File: src/rtl/ex_hazard_ctrl.sv
// Execute-stage hazard/forwarding controller: tracks in-flight rd's, picks EX operand sources, raises ID stall.
// Build option FWD3_EN: when defined, WB-slot producers forward via FORWARD_3 instead of stalling.
module ex_hazard_ctrl #(
   parameter int REG_AW = 5
) (
   input  logic              clk,
   input  logic              rst,
   input  logic              id_valid_inst,
   input  logic [REG_AW-1:0] id_rs1,
   input  logic [REG_AW-1:0] id_rs2,
   input  logic              id_rs1_used,
   input  logic              id_rs2_used,
   input  logic [2:0]        id_opa_select,
   input  logic [2:0]        id_opb_select,
   input  logic              id_cond_branch,
   input  logic [REG_AW-1:0] id_rd,
   input  logic              id_wr_en,
   input  logic              id_is_load,
   input  logic              ex_take_branch,
   output logic [2:0]        id_ex_opa_select,
   output logic [2:0]        id_ex_opb_select,
   output logic              id_ex_bubble,
   output logic              hz_stall
);

   localparam logic [2:0] ALU_OPA_IS_REGA = 3'd0;
   localparam logic [2:0] ALU_OPB_IS_REGB = 3'd0;
   localparam logic [2:0] FORWARD_1       = 3'd5;
   localparam logic [2:0] FORWARD_2       = 3'd6;
`ifdef FWD3_EN
   localparam logic [2:0] FORWARD_3       = 3'd7;
`endif

   logic              r_ex_v,  r_ex_wr,  r_ex_ld;
   logic              r_mem_v, r_mem_wr, r_mem_ld;
   logic              r_wb_v,  r_wb_wr;
   logic [REG_AW-1:0] r_ex_rd, r_mem_rd, r_wb_rd;

   logic w_rs1_ex, w_rs1_mem, w_rs1_wb;
   logic w_rs2_ex, w_rs2_mem, w_rs2_wb;
   logic w_ld_stall, w_br_stall, w_wb_stall;
   logic w_bubble;
   logic [2:0] w_opa, w_opb;

   // x0 is hard-wired zero, so it never counts as produced
   assign w_rs1_ex  = r_ex_v  & r_ex_wr  & (r_ex_rd  == id_rs1) & (id_rs1 != '0);
   assign w_rs1_mem = r_mem_v & r_mem_wr & (r_mem_rd == id_rs1) & (id_rs1 != '0);
   assign w_rs1_wb  = r_wb_v  & r_wb_wr  & (r_wb_rd  == id_rs1) & (id_rs1 != '0);
   assign w_rs2_ex  = r_ex_v  & r_ex_wr  & (r_ex_rd  == id_rs2) & (id_rs2 != '0);
   assign w_rs2_mem = r_mem_v & r_mem_wr & (r_mem_rd == id_rs2) & (id_rs2 != '0);
   assign w_rs2_wb  = r_wb_v  & r_wb_wr  & (r_wb_rd  == id_rs2) & (id_rs2 != '0);

   assign w_ld_stall = r_ex_ld & ((id_rs1_used & w_rs1_ex) | (id_rs2_used & w_rs2_ex));

   // branch compare reads the register file directly, so any in-flight producer blocks it
   assign w_br_stall = id_cond_branch &
                       (w_rs1_ex | w_rs1_mem | w_rs1_wb | w_rs2_ex | w_rs2_mem | w_rs2_wb);

`ifdef FWD3_EN
   assign w_wb_stall = 1'b0;
`else
   assign w_wb_stall = (id_rs1_used & w_rs1_wb & ~w_rs1_ex & ~w_rs1_mem) |
                       (id_rs2_used & w_rs2_wb & ~w_rs2_ex & ~w_rs2_mem);
`endif

   assign hz_stall = id_valid_inst & ~ex_take_branch & (w_ld_stall | w_br_stall | w_wb_stall);
   assign w_bubble = hz_stall | ex_take_branch | ~id_valid_inst;

   always_comb begin
      w_opa = id_opa_select;
      if (id_rs1_used) begin
         if (w_rs1_ex)       w_opa = FORWARD_1;
         else if (w_rs1_mem) w_opa = FORWARD_2;
`ifdef FWD3_EN
         else if (w_rs1_wb)  w_opa = FORWARD_3;
`endif
      end
   end

   always_comb begin
      w_opb = id_opb_select;
      if (id_rs2_used) begin
         if (w_rs2_ex)       w_opb = FORWARD_1;
         else if (w_rs2_mem) w_opb = FORWARD_2;
`ifdef FWD3_EN
         else if (w_rs2_wb)  w_opb = FORWARD_3;
`endif
      end
   end

   always_ff @(posedge clk or posedge rst) begin
      if (rst) begin
         r_ex_v   <= 1'b0;
         r_ex_wr  <= 1'b0;
         r_ex_ld  <= 1'b0;
         r_ex_rd  <= '0;
         r_mem_v  <= 1'b0;
         r_mem_wr <= 1'b0;
         r_mem_ld <= 1'b0;
         r_mem_rd <= '0;
         r_wb_v   <= 1'b0;
         r_wb_wr  <= 1'b0;
         r_wb_rd  <= '0;
         id_ex_opa_select <= ALU_OPA_IS_REGA;
         id_ex_opb_select <= ALU_OPB_IS_REGB;
         id_ex_bubble     <= 1'b1;
      end else begin
         r_wb_v   <= r_mem_v;
         r_wb_wr  <= r_mem_wr;
         r_wb_rd  <= r_mem_rd;
         r_mem_v  <= r_ex_v;
         r_mem_wr <= r_ex_wr;
         r_mem_ld <= r_ex_ld;
         r_mem_rd <= r_ex_rd;
         id_ex_bubble <= w_bubble;
         if (w_bubble) begin
            r_ex_v   <= 1'b0;
            r_ex_wr  <= 1'b0;
            r_ex_ld  <= 1'b0;
            r_ex_rd  <= '0;
            id_ex_opa_select <= ALU_OPA_IS_REGA;
            id_ex_opb_select <= ALU_OPB_IS_REGB;
         end else begin
            r_ex_v   <= 1'b1;
            r_ex_wr  <= id_wr_en;
            r_ex_ld  <= id_is_load;
            r_ex_rd  <= id_rd;
            id_ex_opa_select <= w_opa;
            id_ex_opb_select <= w_opb;
         end
      end
   end

endmodule

File: config.mk
export PLATFORM = sky130hd
export DESIGN_NAME = ex_hazard_ctrl
export DESIGN_NICKNAME = d
export VERILOG_FILES = /design/src/rtl/ex_hazard_ctrl.sv
export SDC_FILE = /design/constraint.sdc
export NUM_CORES = 1
export LEC_CHECK = 0
export CAP_MARGIN = 5
export CORE_MARGIN = 8
export CORE_UTILIZATION = 48
export CTS_CLUSTER_SIZE = 14
export DETAILED_ROUTE_END_ITERATION = 6
export PLACE_DENSITY = 0.79
export RECOVER_POWER = 25
export SLEW_MARGIN = 20
export SYNTH_ARGS = -nofsm -noshare
export SYNTH_HDL_FRONTEND = slang
export SYNTH_SLANG_ARGS = --single-unit
File: constraint.sdc
create_clock -name clk -period 3.5 [get_ports clk]
set_input_delay 0.7 -clock clk [delete_from_list [all_inputs] [get_ports clk]]
set_output_delay 0.7 -clock clk [all_outputs]
set_load 0.005 [all_outputs]
== Word level (Yosys, flattened, before mapping) ==
Index checks and enable logic that the tools add are counted.

* Eq/ne operators: 6
* Muxes and demuxes: 12
* Bitwise operators: 44
* Reduce and logical (&&, ||, !) cells: 2

{| class="wikitable"
|+ Operators by type and width
! operator !! number
|-
| equality test 5 bit || 6
|-
| bitwise AND 1 bit || 27
|-
| two-way mux 3 bit || 8
|-
| bitwise OR 1 bit || 11
|-
| nonzero test 5 bit || 2
|-
| inverter 1 bit || 6
|-
| two-way mux 5 bit || 1
|-
| two-way mux 1 bit || 3
|}

* Bits in registers: 29
* Input bits: 30
* Word-level logic and storage cells: 77

== Depth between registers and ports, before layout ==
Gate-level depths: netlist of run 1.

* Word-level depth: 15
* Mapped depth: 9

== Worst setup path before layout of run 1 ==
Ideal clock, no wire load.

* Path kind: in2out
* From: in id_rs2[1]
* To: out hz_stall
* Arrival: 2,212 ps
* Slack: 588 ps
* Stages on the path: 6
* Cell sequence: xnor2_1 -> nand4_1 -> or3_1 -> and3_1 -> nor3_1 -> o41a_1

* Longest elaborated chain between the ends: 10
* Elaborated cells on any way between the ends: 26
* Classes of those cells: 3 x eq/ne; 22 x bitwise; 1 x reduce/logical

{| class="wikitable"
|+ Ends and longest elaborated chain
! item !! line !! RTL
|-
| start, declared || 10 || <nowiki>input logic [REG_AW-1:0] id_rs2,</nowiki>
|-
| equality test 5 bit || 49 || <nowiki>assign w_rs2_ex = r_ex_v & r_ex_wr & (r_ex_rd == id_rs2) & (id_rs2 != '0);</nowiki>
|-
| bitwise AND 1 bit (2 in a row) || 49 ||
|-
| bitwise OR 1 bit (3 in a row) || 57 || <nowiki>(w_rs1_ex | w_rs1_mem | w_rs1_wb | w_rs2_ex | w_rs2_mem | w_rs2_wb);</nowiki>
|-
| bitwise AND 1 bit || 56 || <nowiki>assign w_br_stall = id_cond_branch &</nowiki>
|-
| bitwise OR 1 bit || 66 || <nowiki>assign hz_stall = id_valid_inst & ~ex_take_branch & (w_ld_stall | w_br_stall | w_wb_stall);</nowiki>
|-
| bitwise OR 1 bit (*) || 66 ||
|-
| bitwise AND 1 bit (*) || 66 ||
|-
| end, declared || 23 || <nowiki>output logic hz_stall</nowiki>
|}

Every way passes the cells marked *; elsewhere a longest branch is shown, timed or not.

== Worst setup path in the final report of run 1 ==
* From: in id_rs2[0]
* To: out hz_stall

Same word-level chain as after synthesis.

==> reports/metrics.sh, run 1 <==
GPL.FINAL_WEIGHTED_CONGESTION=0.8281
CRITICAL_PATH.REG2REG.ENDPOINT='id_ex_opb_select[1]$_DFF_PP0_'
SYNTH_AREA_PER_CELL_UM2=11.39
SETUP.WORST_PATH.START='id_rs2[0]'
WORST_R2R_PATH_DEPTH=7
POWER.STATIC_LEAKAGE_nW=0.9584
INSERTION_DELAY_NS=0.34
CRITICAL_PATH_CELL_COUNT=8
AREA_GROWTH_PCT=51.45
FIN_TNS_SETUP_NS=0
CPPEAKSTAGEDELAY_NS=0.52
DRTITER0DRC=19
PATH_CLASS='in -> out'
FINISH.INSTANCE_AREA_MM2=0.002225
DIEHEIGHT_UM=71.32
IR_DROP_uV=294.4
TOTAL_SWITCHING_POWER_mW=0.1881
CP-END-KIND='output port'
P_SW_FRAC=0.2257
N_ANTENNA_CELL=0
CRITICAL_PATH.TOP_DELAY_FAMILY='buffers and inverters'
CTS_ROOT_BUFFER='clkbuf_4'
MAX-SLEW-MARGIN-REL=0.2612
INTERNAL-POWER_mW=0.6455
GRT_MAX_DEGREE=30
CLOCK_TREE.BUFFER_DEPTH=2
POST-ROUTE-DRC-COUNT=0
COMBINATIONALPOWERSHARE=0.156
REPORT.FINAL.SLEW_VIOL_COUNT=0
SHARE_OF_THE_CLOCK_PERIOD_USED_BY_THE_WORST_PATH_AFTER_LAYOUT=0.9887
HOLD_PATH_STARTPOINT='r_mem_v$_DFF_PP0_'
HOLD_CLASS='reg -> reg'
FIRST_GLOBAL_VIAS=1403
PLACE_INST=217
WORSTSETUPSTARTPOINTTYPE='input port'
CRITICAL_PATH.ENDPOINT='hz_stall'
YS_ASYNC_SR_FRACTION=1.000
DRIVE_ABOVE_1_SHARE=0.2798
NUMBER_OF_FAILING_HOLD_ENDPOINTS_AT_THE_FINAL_STAGE=0
SYN-INSTANCE-COUNT=129
MAX_FREQ_GHz=0.2890
NUMCLOCKSINKS=29
SETUP_VIOL=0
NETLIST_AREA_MM2=0.001469
POST-DP-HPWL_UM=2948
FIRSTDRTPASSITERS=4
TIMING.CRITICAL_PATH.REQUIRED_NS=2.80
VIAS=1218
TRANSITION_TIME_OF_THE_TIGHTEST_SLEW_CHECK_PIN_NS=1.107
WORST-ENDPOINT-ARRIVAL_NS=2.76
ANTENNA_FOUND_INITIAL=0
CTSHTREEMAXLEVEL=2
CRITPATHMAXFANOUT=3
GR-USAGE-ALL-LAYERS=0.1651
VIAS_PER_CELL=5.389
SYNTH_EDF_COUNT=0
ROWS=20
PLACEMENT.CELL_AREA_MM2=0.002027
FINAL.MIN_CLOCK_PERIOD_NS=3.461
YS_TOP_CELLS_BY_AREA='dfrtp_1, xnor2_1, nor3b_2, xor2_1, nor3_2'
YOSYSTOPAREACELLSHARE=0.4770
DESIGN.DIE.AREA_MM2=0.005087
FLOORPLAN.INITIALDENSITY=0.4933
SYNTH.NET_COUNT=159
SYNTH_SEQ_AREA_SHARE=0.4949
POWER_PER_CELL_AREA_mW_PER_MM2=374.7
RUN_STATUS='finished, final reports clean'
DOMINANTREGCELLSYNTH='dfrtp_1'
CPMAXSTAGEDELAYCELL='clkdlybuf4s50_1'
WORST_CLOCK_SKEW_NS=0.01486
NNETSFINAL=222
MAX_CAP_VIOLATIONS=0
POSTROUTEWIRELENGTH_UM=4033
FINALNONFILLERCELLS=226
FIN_WORST_HOLD_SLACK_NS=0.3929
CTS-BUFFERS-INSERTED=5
SEQ_POWER_SHARE=0.431
POWER_FRAC_CLOCK=0.413
CORE_AREA_MM2=0.002978
POST-SYNTH-TOP-AREA-CELL='dfrtp_1'
IOPINCOUNT=38
GLOBAL_ROUTE_WIRE_LENGTH_BEFORE_REPAIR_UM=6561
FINAL_ANTENNA_NET_COUNT=0
SYNTH.LIB_CELLS_USED.DISTINCT=38
GLOBALROUTEOVERFLOWTOTAL=0
YOSYSWARNINGCOUNT=0
RRSETUPSLACK_NS=1.05
CLOCK_TREE_FROM_TRITONCTS='built'
TOTAL_OF_FLIP_FLOPS_PLUS_LATCHES_AFTER_SYNTHESIS=29
NUMPORTBUFFERS=37
CRITICAL_PATH.CELL_CHAIN='clkdlybuf4s50_1, xnor2_1, nand4_1, or3_1, a31oi_4, nor3_4, o41a_1, buf_2'
WL_PER_CELL_UM=17.85
HOLD_BUFFERS=0
CTS.REPORTEDPATHS.CLKPINSLEW_NS=0.10
CRITPATHBUFINV=2
WORST_R2R_STARTPOINT='r_ex_rd[1]$_DFF_PP0_'
CHIPWIDTH_UM=71.32
[routing by layer]
layer  GRT usage  wire (um)
met3     0.07671        365
met4     0.06236         89
met1      0.1749       1580
met5           0          0
met2      0.2786       1997
[worst min-delay path by stage]
stage	endpoint	slack, ns	cells after the start
global placement	r_wb_wr$_DFF_PP0_	0.36	0
global route	r_wb_v$_DFF_PP0_	0.41	0
CTS	r_wb_v$_DFF_PP0_	0.38	0
finish	r_wb_v$_DFF_PP0_	0.39	0
floorplan	r_wb_wr$_DFF_PP0_	0.35	0
detailed placement	r_wb_v$_DFF_PP0_	0.36	0
[power by group through the flow]
stage,Clock (mW),Sequential [mW],Combinational (mW)
6_report,0.344,0.360,0.130
5_1_grt,0.364,0.361,0.141
4_1_cts,0.347,0.359,0.126
3_5_place_dp,0,0.366,0.122
3_3_place_gp,0,0.365,0.119
2_1_floorplan,0,0.363,0.0532
[registers in the layout (all words and copies together), names as in the netlist, 3 cells and up]
register          cells
id_ex_opa_select      3
r_mem_rd              5
r_wb_rd               5
r_ex_rd               5
id_ex_opb_select      3
[what timing repair did]
| item | in CTS | in global routing |
|---|---|---|
| resized for setup | 11 | 15 |
| endpoints found under the setup margin | 1 | 1 |
| pin swaps | 4 | 5 |
| setup buffers | 1 | 0 |
[through the flow]
stage                     setup WS (ns)  utilization  power [mW]
final                           0.03942       0.7471      0.8336
after floorplan                  0.5879            -      0.4167
after global routing           -0.01682       0.7471      0.8654
after CTS                      0.006058       0.7235      0.8328
after detailed placement        -0.3984       0.6807      0.4881
after global placement          -0.3317       0.6807      0.4845
[logic make-up after synthesis]
family / Yosys count / synth area share
buf+inv: 9 / 0.02895
xor+xnor: 28 / 0.1669
flops: 29 / 0.4949
compound gates: 13 / 0.06813
simple gates: 50 / 0.2411
[cell usage in the layout, fill, tap and decap left out, drive strengths merged, types with 3 or more instances in the layout]
cell type / instances
clkbuf: 5
xor2: 5
nor3: 8
clkdlybuf4s50: 26
dlymetal6s2s: 6
inv: 5
o21ai: 4
nor3b: 9
dlygate4sd2: 3
nor4: 3
nand2b: 3
nand4: 4
buf: 24
dfrtp: 28
nand2: 5
nor2: 4
xnor2: 23
[worst reg2reg max path, stage by stage, from the launching register on]
cell      delay [ns]
dfrtp_1         0.44
inv_2           0.04
a221oi_1        0.36
nor3b_4         0.31
nor4_2          0.09
or4b_1          0.57
buf_4           0.22
nor4_1          0.30
[synth_stat cells (all sizes together), types with 2 or more instances]
| cell type | number |
|---|---|
| clkbuf | 2 |
| nor3b | 9 |
| xnor2 | 23 |
| inv | 5 |
| or4 | 2 |
| buf | 2 |
| nand3 | 2 |
| nand2b | 3 |
| o21ai | 4 |
| or2 | 2 |
| xor2 | 5 |
| nor2 | 4 |
| or3 | 2 |
| o21a | 2 |
| dfrtp | 28 |
| nand4 | 4 |
| nor4 | 3 |
| nor3 | 8 |
| a211oi | 2 |
| nor4b | 2 |
| nand2 | 5 |
[cell type report]
class / instances / area [um2]
Multi-Input combinational cell: 91 / 778.2
Fill cell: 219 / 753.2
Sequential cell: 29 / 726.9
Timing Repair Buffer: 60 / 556.8
Clock inverter: 3 / 65.06
Tap cell: 33 / 41.29
Clock buffer: 5 / 37.54
Inverter: 5 / 18.77
Note: power is estimated with default switching activity, not from simulation.
==> run 2, diff against run 1 <==
Settings changed: CORE_ASPECT_RATIO set to 0.6.
Clock period 3.5 ns to 3.6 ns, I/O delays scaled along.
==> run 2 against run 1 <==
Compared with the run above:
- routed wire length is 2.4% lower
- via count hardly changed
- die area up 1.1%
- clock power up 1%
- total power fell by 2.1%
- critical endpoint unchanged
- critical path type unchanged
- non-clock buffer count fell by 1
- cell area down 2.0%
- cell count grew 3.5%
==> reports/metrics.sh, run 2 (same netlist as run 1, synthesis figures left out) <==
RUN_STATUS='finished, final reports clean'
WORST_CLOCK_SKEW_NS=0.004427
VIAS=1217
CHIPWIDTH_UM=87.42
CTS-BUFFERS-INSERTED=5
SHARE_OF_THE_CLOCK_PERIOD_USED_BY_THE_WORST_PATH_AFTER_LAYOUT=0.9581
WL_PER_CELL_UM=16.82
CLOCK_TREE_FROM_TRITONCTS='built'
CTSHTREEMAXLEVEL=2
POSTROUTEWIRELENGTH_UM=3935
POWER_PER_CELL_AREA_mW_PER_MM2=374.6
WORST-ENDPOINT-ARRIVAL_NS=2.73
TIMING.CRITICAL_PATH.REQUIRED_NS=2.88
INSERTION_DELAY_NS=0.28
P_SW_FRAC=0.2251
CP-END-KIND='output port'
FINAL_CELL_MIX='dfrtp_1, clkdlybuf4s50_1, xnor2_1, buf_4, nor3b_2'
SEQUENTIAL_CELL_AREA_UM2=726.9
LARGESTREGISTERS='r_ex_rd x5, r_mem_rd x5, r_wb_rd x5'
CLOCK_TREE.BUFFER_DEPTH=2
IR_DROP_uV=226.4
TOTAL_SWITCHING_POWER_mW=0.1838
FIRST_GLOBAL_VIAS=1285
DIEHEIGHT_UM=58.85
NNETSFINAL=221
LAYOUT.CELLS.MOST_COMMON='dfrtp_1'
TRANSITION_TIME_OF_THE_TIGHTEST_SLEW_CHECK_PIN_NS=1.067
DESIGN.DIE.AREA_MM2=0.005144
IOPINCOUNT=38
AREA_TAKEN_BY_MULTI_INPUT_LOGIC_GATES_UM2=726.9
VIAS_PER_CELL=5.201
INTERNAL-POWER_mW=0.6326
DRTITER0DRC=62
FIRSTDRTPASSITERS=6
FIN_TNS_SETUP_NS=0
POST-ROUTE-DRC-COUNT=0
AREA_GROWTH_PCT=48.38
CORE_AREA_MM2=0.002890
N_ANTENNA_CELL=0
GRT_SETUP_UNREPAIRED='no'
REPORT.FINAL.SLEW_VIOL_COUNT=0
HOLD_CLASS='reg -> reg'
CTS.REPORTEDPATHS.CLKPINSLEW_NS=0.06
ANTENNA_FOUND_INITIAL=0
POST_CTS_BUFFERS=0
POST-DP-HPWL_UM=3046
COMBINATIONALPOWERSHARE=0.143
NUMPORTBUFFERS=37
FINAL_ANTENNA_NET_COUNT=0
FINAL.MIN_CLOCK_PERIOD_NS=3.449
MAX_FREQ_GHz=0.2899
PATH_CLASS='in -> out'
GRT_MAX_DEGREE=30
SETUP_VIOL=0
FLOORPLAN.INITIALDENSITY=0.5082
MAX_CAP_VIOLATIONS=0
ROWS=15
MAX-SLEW-MARGIN-REL=0.2877
GR-USAGE-ALL-LAYERS=0.1672
FINALNONFILLERCELLS=234
SEQ_POWER_SHARE=0.429
NUMCLOCKSINKS=29
NUMBER_OF_FAILING_HOLD_ENDPOINTS_AT_THE_FINAL_STAGE=0
GLOBAL_ROUTE_WIRE_LENGTH_BEFORE_REPAIR_UM=6527
GLOBALROUTEOVERFLOWTOTAL=0
GPL.FINAL_WEIGHTED_CONGESTION=0.9319
CRITPATHMAXFANOUT=2
POWER.TOTAL_mW=0.8164
NUM-FILL-CELLS=206
CTS_ROOT_BUFFER='clkbuf_8'
POWER_FRAC_CLOCK=0.428
PLACE_INST=226
DRIVE_ABOVE_1_SHARE=0.2500
POWER.STATIC_LEAKAGE_nW=0.9143
WORSTSETUPSTARTPOINTTYPE='input port'
run 2: cell count changes in the layout (fill, tap and decap cells not counted), moves of 2 or more:
| cell | change |
|---|---|
| dlygate4sd2_1 | +2 |
| dlymetal6s2s_1 | -2 |
| buf_6 | -2 |
| xnor2_1 | +2 |
| clkbuf_4 | -5 |
| clkbuf_8 | +6 |
| xnor2_2 | -2 |
run 2: power by group through the flow:
stage	clock [mW]	combinational (mW)	sequential [mW]
global placement	0	0.114	0.355
CTS	0.353	0.118	0.350
floorplan	0	0.0517	0.353
finish	0.349	0.117	0.350
detailed placement	0	0.116	0.356
global route	0.366	0.127	0.352
run 2: what timing repair did:
action,CTS,global route
hold buffers,0,0
gates resized for setup,10,5
pin swaps,3,2
setup endpoints to repair,1,1
run 2: layout make-up:
cell class                 instances  share of cell area
tap                               42             0.02411
timing repair buffer              59              0.2451
clock inverter                     2             0.01722
inverter                           5            0.008611
clock buffer                       6             0.03789
multi-input combinational         91              0.3335
sequential                        29              0.3335
run 2: worst max-delay path: stages:
cell	delay [ns]
clkdlybuf4s50_1	0.43
or4_4	0.45
o2111ai_4	0.23
nor3b_2	0.08
o31a_1	0.29
o41a_1	0.41
clkbuf_2	0.12
run 2: routing by layer:
metal  vias up  share of wire  track usage  wire, um
met4         0         0.0079      0.04126        31
met5         -              0            0         0
met3         4          0.089      0.05825       349
li1        583              -            -         -
met2        46           0.44       0.2468      1729
met1       584           0.46       0.2257      1824
run 2: path summary, 6_finish.rpt:
check | from | end | slack [ns] | cells past startpoint
setup reg to reg | r_ex_rd[1]$_DFF_PP0_ | id_ex_opa_select[0]$_DFF_PP0_ | 1.16 | 8
max in group asynchronous | rst | r_wb_rd[4]$_DFF_PP0_ | 1.80 | 2
min in group asynchronous | rst | r_ex_v$_DFF_PP0_ | 1.16 | 2
hold reg to reg | r_mem_v$_DFF_PP0_ | r_wb_v$_DFF_PP0_ | 0.38 | 0
setup / recovery | id_rs1[1] | hz_stall | 0.15 | 7
hold / removal | r_mem_v$_DFF_PP0_ | r_wb_v$_DFF_PP0_ | 0.38 | 0
run 2: stage by stage:
step	utilization	hold WS (ns)	setup WS (ns)	instance area (um2)
global route	0.7541	0.3935	0.08319	2180
floorplan	-	0.3535	0.6479	1469
global placement	0.7052	0.3620	-0.3163	2038
finish	0.7541	0.3800	0.1509	2180
CTS	0.7524	0.3843	0.02296	2175
detailed placement	0.7052	0.3688	-0.2938	2038
==> run 3, diff against run 2 <==
Settings changed: CORE_MARGIN 8 to 3.
==> run 3 against run 2 <==
Compared with the run above:
- fmax is 2.5% lower
- via count is 0.58% lower
- cell area is 0.40% lower
- clock skew is 0.00089 ns lower
- count of clock-buffer cells in the layout is 1 higher
- cell count is 0.85% lower
- routed wire length is 3.9% lower
- sequential cell count stayed put
- sequential power hardly changed
- sequential share of layout area is 0.13 points higher
- first-iteration DRC count is 18% higher
- worst setup slack worse by 0.090 ns
- highest routed layer unchanged
==> reports/metrics.sh, run 3 (same netlist as run 1, synthesis figures left out) <==
RUN_STATUS='finished, final reports clean'
MAX-SLEW-MARGIN-REL=0.2984
CTS.REPORTEDPATHS.CLKPINSLEW_NS=0.06
PATH_CLASS='in -> out'
CRITICAL_PATH.REG2REG.ENDPOINT='id_ex_opb_select[1]$_DFF_PP0_'
MAX_FREQ_GHz=0.2826
CP-END-KIND='output port'
GLOBALROUTEOVERFLOWTOTAL=0
GLOBAL_ROUTE_WIRE_LENGTH_BEFORE_REPAIR_UM=6520
HOLD_CLASS='reg -> reg'
SETUP_VIOL=0
AREA_GROWTH_PCT=47.79
CTS-BUFFERS-INSERTED=5
POSTROUTEWIRELENGTH_UM=3781
INSERTION_DELAY_NS=0.28
RRSETUPSLACK_NS=1.26
DIEHEIGHT_UM=48.85
POST-DP-HPWL_UM=2951
CTSHTREEMAXLEVEL=2
POWER_PER_CELL_AREA_mW_PER_MM2=348.6
POWER.STATIC_LEAKAGE_nW=0.9010
TIMING.CRITICAL_PATH.REQUIRED_NS=2.88
NUMBER_OF_FAILING_HOLD_ENDPOINTS_AT_THE_FINAL_STAGE=0
FINALCOREUTILIZATION=0.8047
NUMCLOCKSINKS=29
CORE_AREA_MM2=0.002698
FIN_WORST_HOLD_SLACK_NS=0.3861
NNETSFINAL=221
WORST-ENDPOINT-ARRIVAL_NS=2.82
DESIGN.DIE.AREA_MM2=0.003782
DRTITER0DRC=73
WORSTSETUPSTARTPOINTTYPE='input port'
NUM-FILL-CELLS=175
CLOCK_TREE.BUFFER_DEPTH=2
FIRST_GLOBAL_VIAS=1284
N_ANTENNA_CELL=0
REPORT.FINAL.SLEW_VIOL_COUNT=0
SHARE_OF_THE_CLOCK_PERIOD_USED_BY_THE_WORST_PATH_AFTER_LAYOUT=0.9830
ROWS=14
VIAS=1210
TRANSITION_TIME_OF_THE_TIGHTEST_SLEW_CHECK_PIN_NS=1.051
HOLDPATHEND='r_wb_wr$_DFF_PP0_'
LARGESTREGISTERS='r_ex_rd x5, r_mem_rd x5, r_wb_rd x5'
GPL.FINAL_WEIGHTED_CONGESTION=0.8448
IOPINCOUNT=38
CLOCK_TREE_FROM_TRITONCTS='built'
IR_DROP_uV=224.2
WORST_R2R_STARTPOINT='r_ex_rd[1]$_DFF_PP0_'
FINAL_ANTENNA_NET_COUNT=0
CTS_ROOT_BUFFER='clkbuf_8'
FINAL_CELL_MIX='dfrtp_1, clkdlybuf4s50_1, xnor2_1, buf_4'
POST-ROUTE-DRC-COUNT=0
LAYOUT.CELLS.MOST_COMMON='dfrtp_1'
GR-USAGE-ALL-LAYERS=0.2303
ANTENNA_FOUND_INITIAL=0
GRT_MAX_DEGREE=30
FLOORPLAN.INITIALDENSITY=0.5445
CRITPATHMAXFANOUT=2
FINAL.MIN_CLOCK_PERIOD_NS=3.539
CHIPWIDTH_UM=77.42
NUMPORTBUFFERS=37
DRIVE_ABOVE_1_SHARE=0.2604
VIAS_PER_CELL=5.216
MAX_CAP_VIOLATIONS=0
HOLD_PATH_STARTPOINT='r_mem_wr$_DFF_PP0_'
WL_PER_CELL_UM=16.30
FIRSTDRTPASSITERS=4
WORST_R2R_PATH_DEPTH=8
WORST_CLOCK_SKEW_NS=0.003533
HOLD_DEPTH=0
run 3: critical path, cell delays in order:
cell and delay [ns]:
clkdlybuf4s50_1 0.42, or4_4 0.45, o2111ai_4 0.24, nor3b_2 0.08
o31a_1 0.29, o41a_1 0.41, clkdlybuf4s15_2 0.21
run 3: cell type report:
class,count,area (um2),area share
tap,40,50.05,0.02305
timing repair buffer,59,538.0,0.2478
clock buffer,7,96.34,0.04438
clock inverter,1,5.005,0.002305
sequential,29,726.9,0.3349
inverter,5,18.77,0.008646
multi-input combinational,91,735.7,0.3389
run 3: routing by layer:
layer,global-route usage,part of all wire,vias up
met1,0.3258,0.50,586
met5,0,0,-
met3,0.09041,0.059,5
met4,0.04438,0.0053,0
li1,-,-,585
met2,0.3367,0.44,34
run 3: stage by stage:
step / area, um2 / total power [mW] / setup TNS, ns / setup WS (ns) / std cells
6_report: 2171 / 0.7568 / 0 / 0.06125 / 232
5_1_grt: 2171 / 0.7951 / -0.003842 / -0.003842 / 232
4_1_cts: 2152 / 0.7635 / 0 / 0.0008047 / 232
3_5_place_dp: 2028 / 0.4741 / -0.3191 / -0.3191 / 223
3_3_place_gp: 2028 / 0.4699 / -0.2947 / -0.2947 / 223
2_1_floorplan: 1469 / 0.4051 / 0 / 0.6479 / 129
run 3: worst max-delay path by stage:
| stage | from | end | slack (ns) |
|---|---|---|---|
| final | id_rs1[1] | hz_stall | 0.06 |
| after CTS | id_rs2[1] | hz_stall | 0.0008 |
| after global placement | id_rs1[2] | hz_stall | -0.29 |
| after floorplan | id_rs2[1] | hz_stall | 0.65 |
| after detailed placement | id_rs1[2] | hz_stall | -0.32 |
| after global routing | id_rs1[1] | hz_stall | -0.004 |
run 3: timing repair:
action,4_1_cts,5_1_grt
buffers inserted,1,0
gates resized for setup,11,5
pin swaps,4,2
hold buffers,0,0
setup endpoints to repair,1,1
run 3: where the power goes:
group	leakage (nW)	switching, mW	total, mW	internal, mW
clock network	0.0542	0.114	0.286	0.172
registers	0.386	0.0111	0.351	0.340
logic	0.461	0.0503	0.120	0.0699
total	0.901	0.175	0.757	0.582
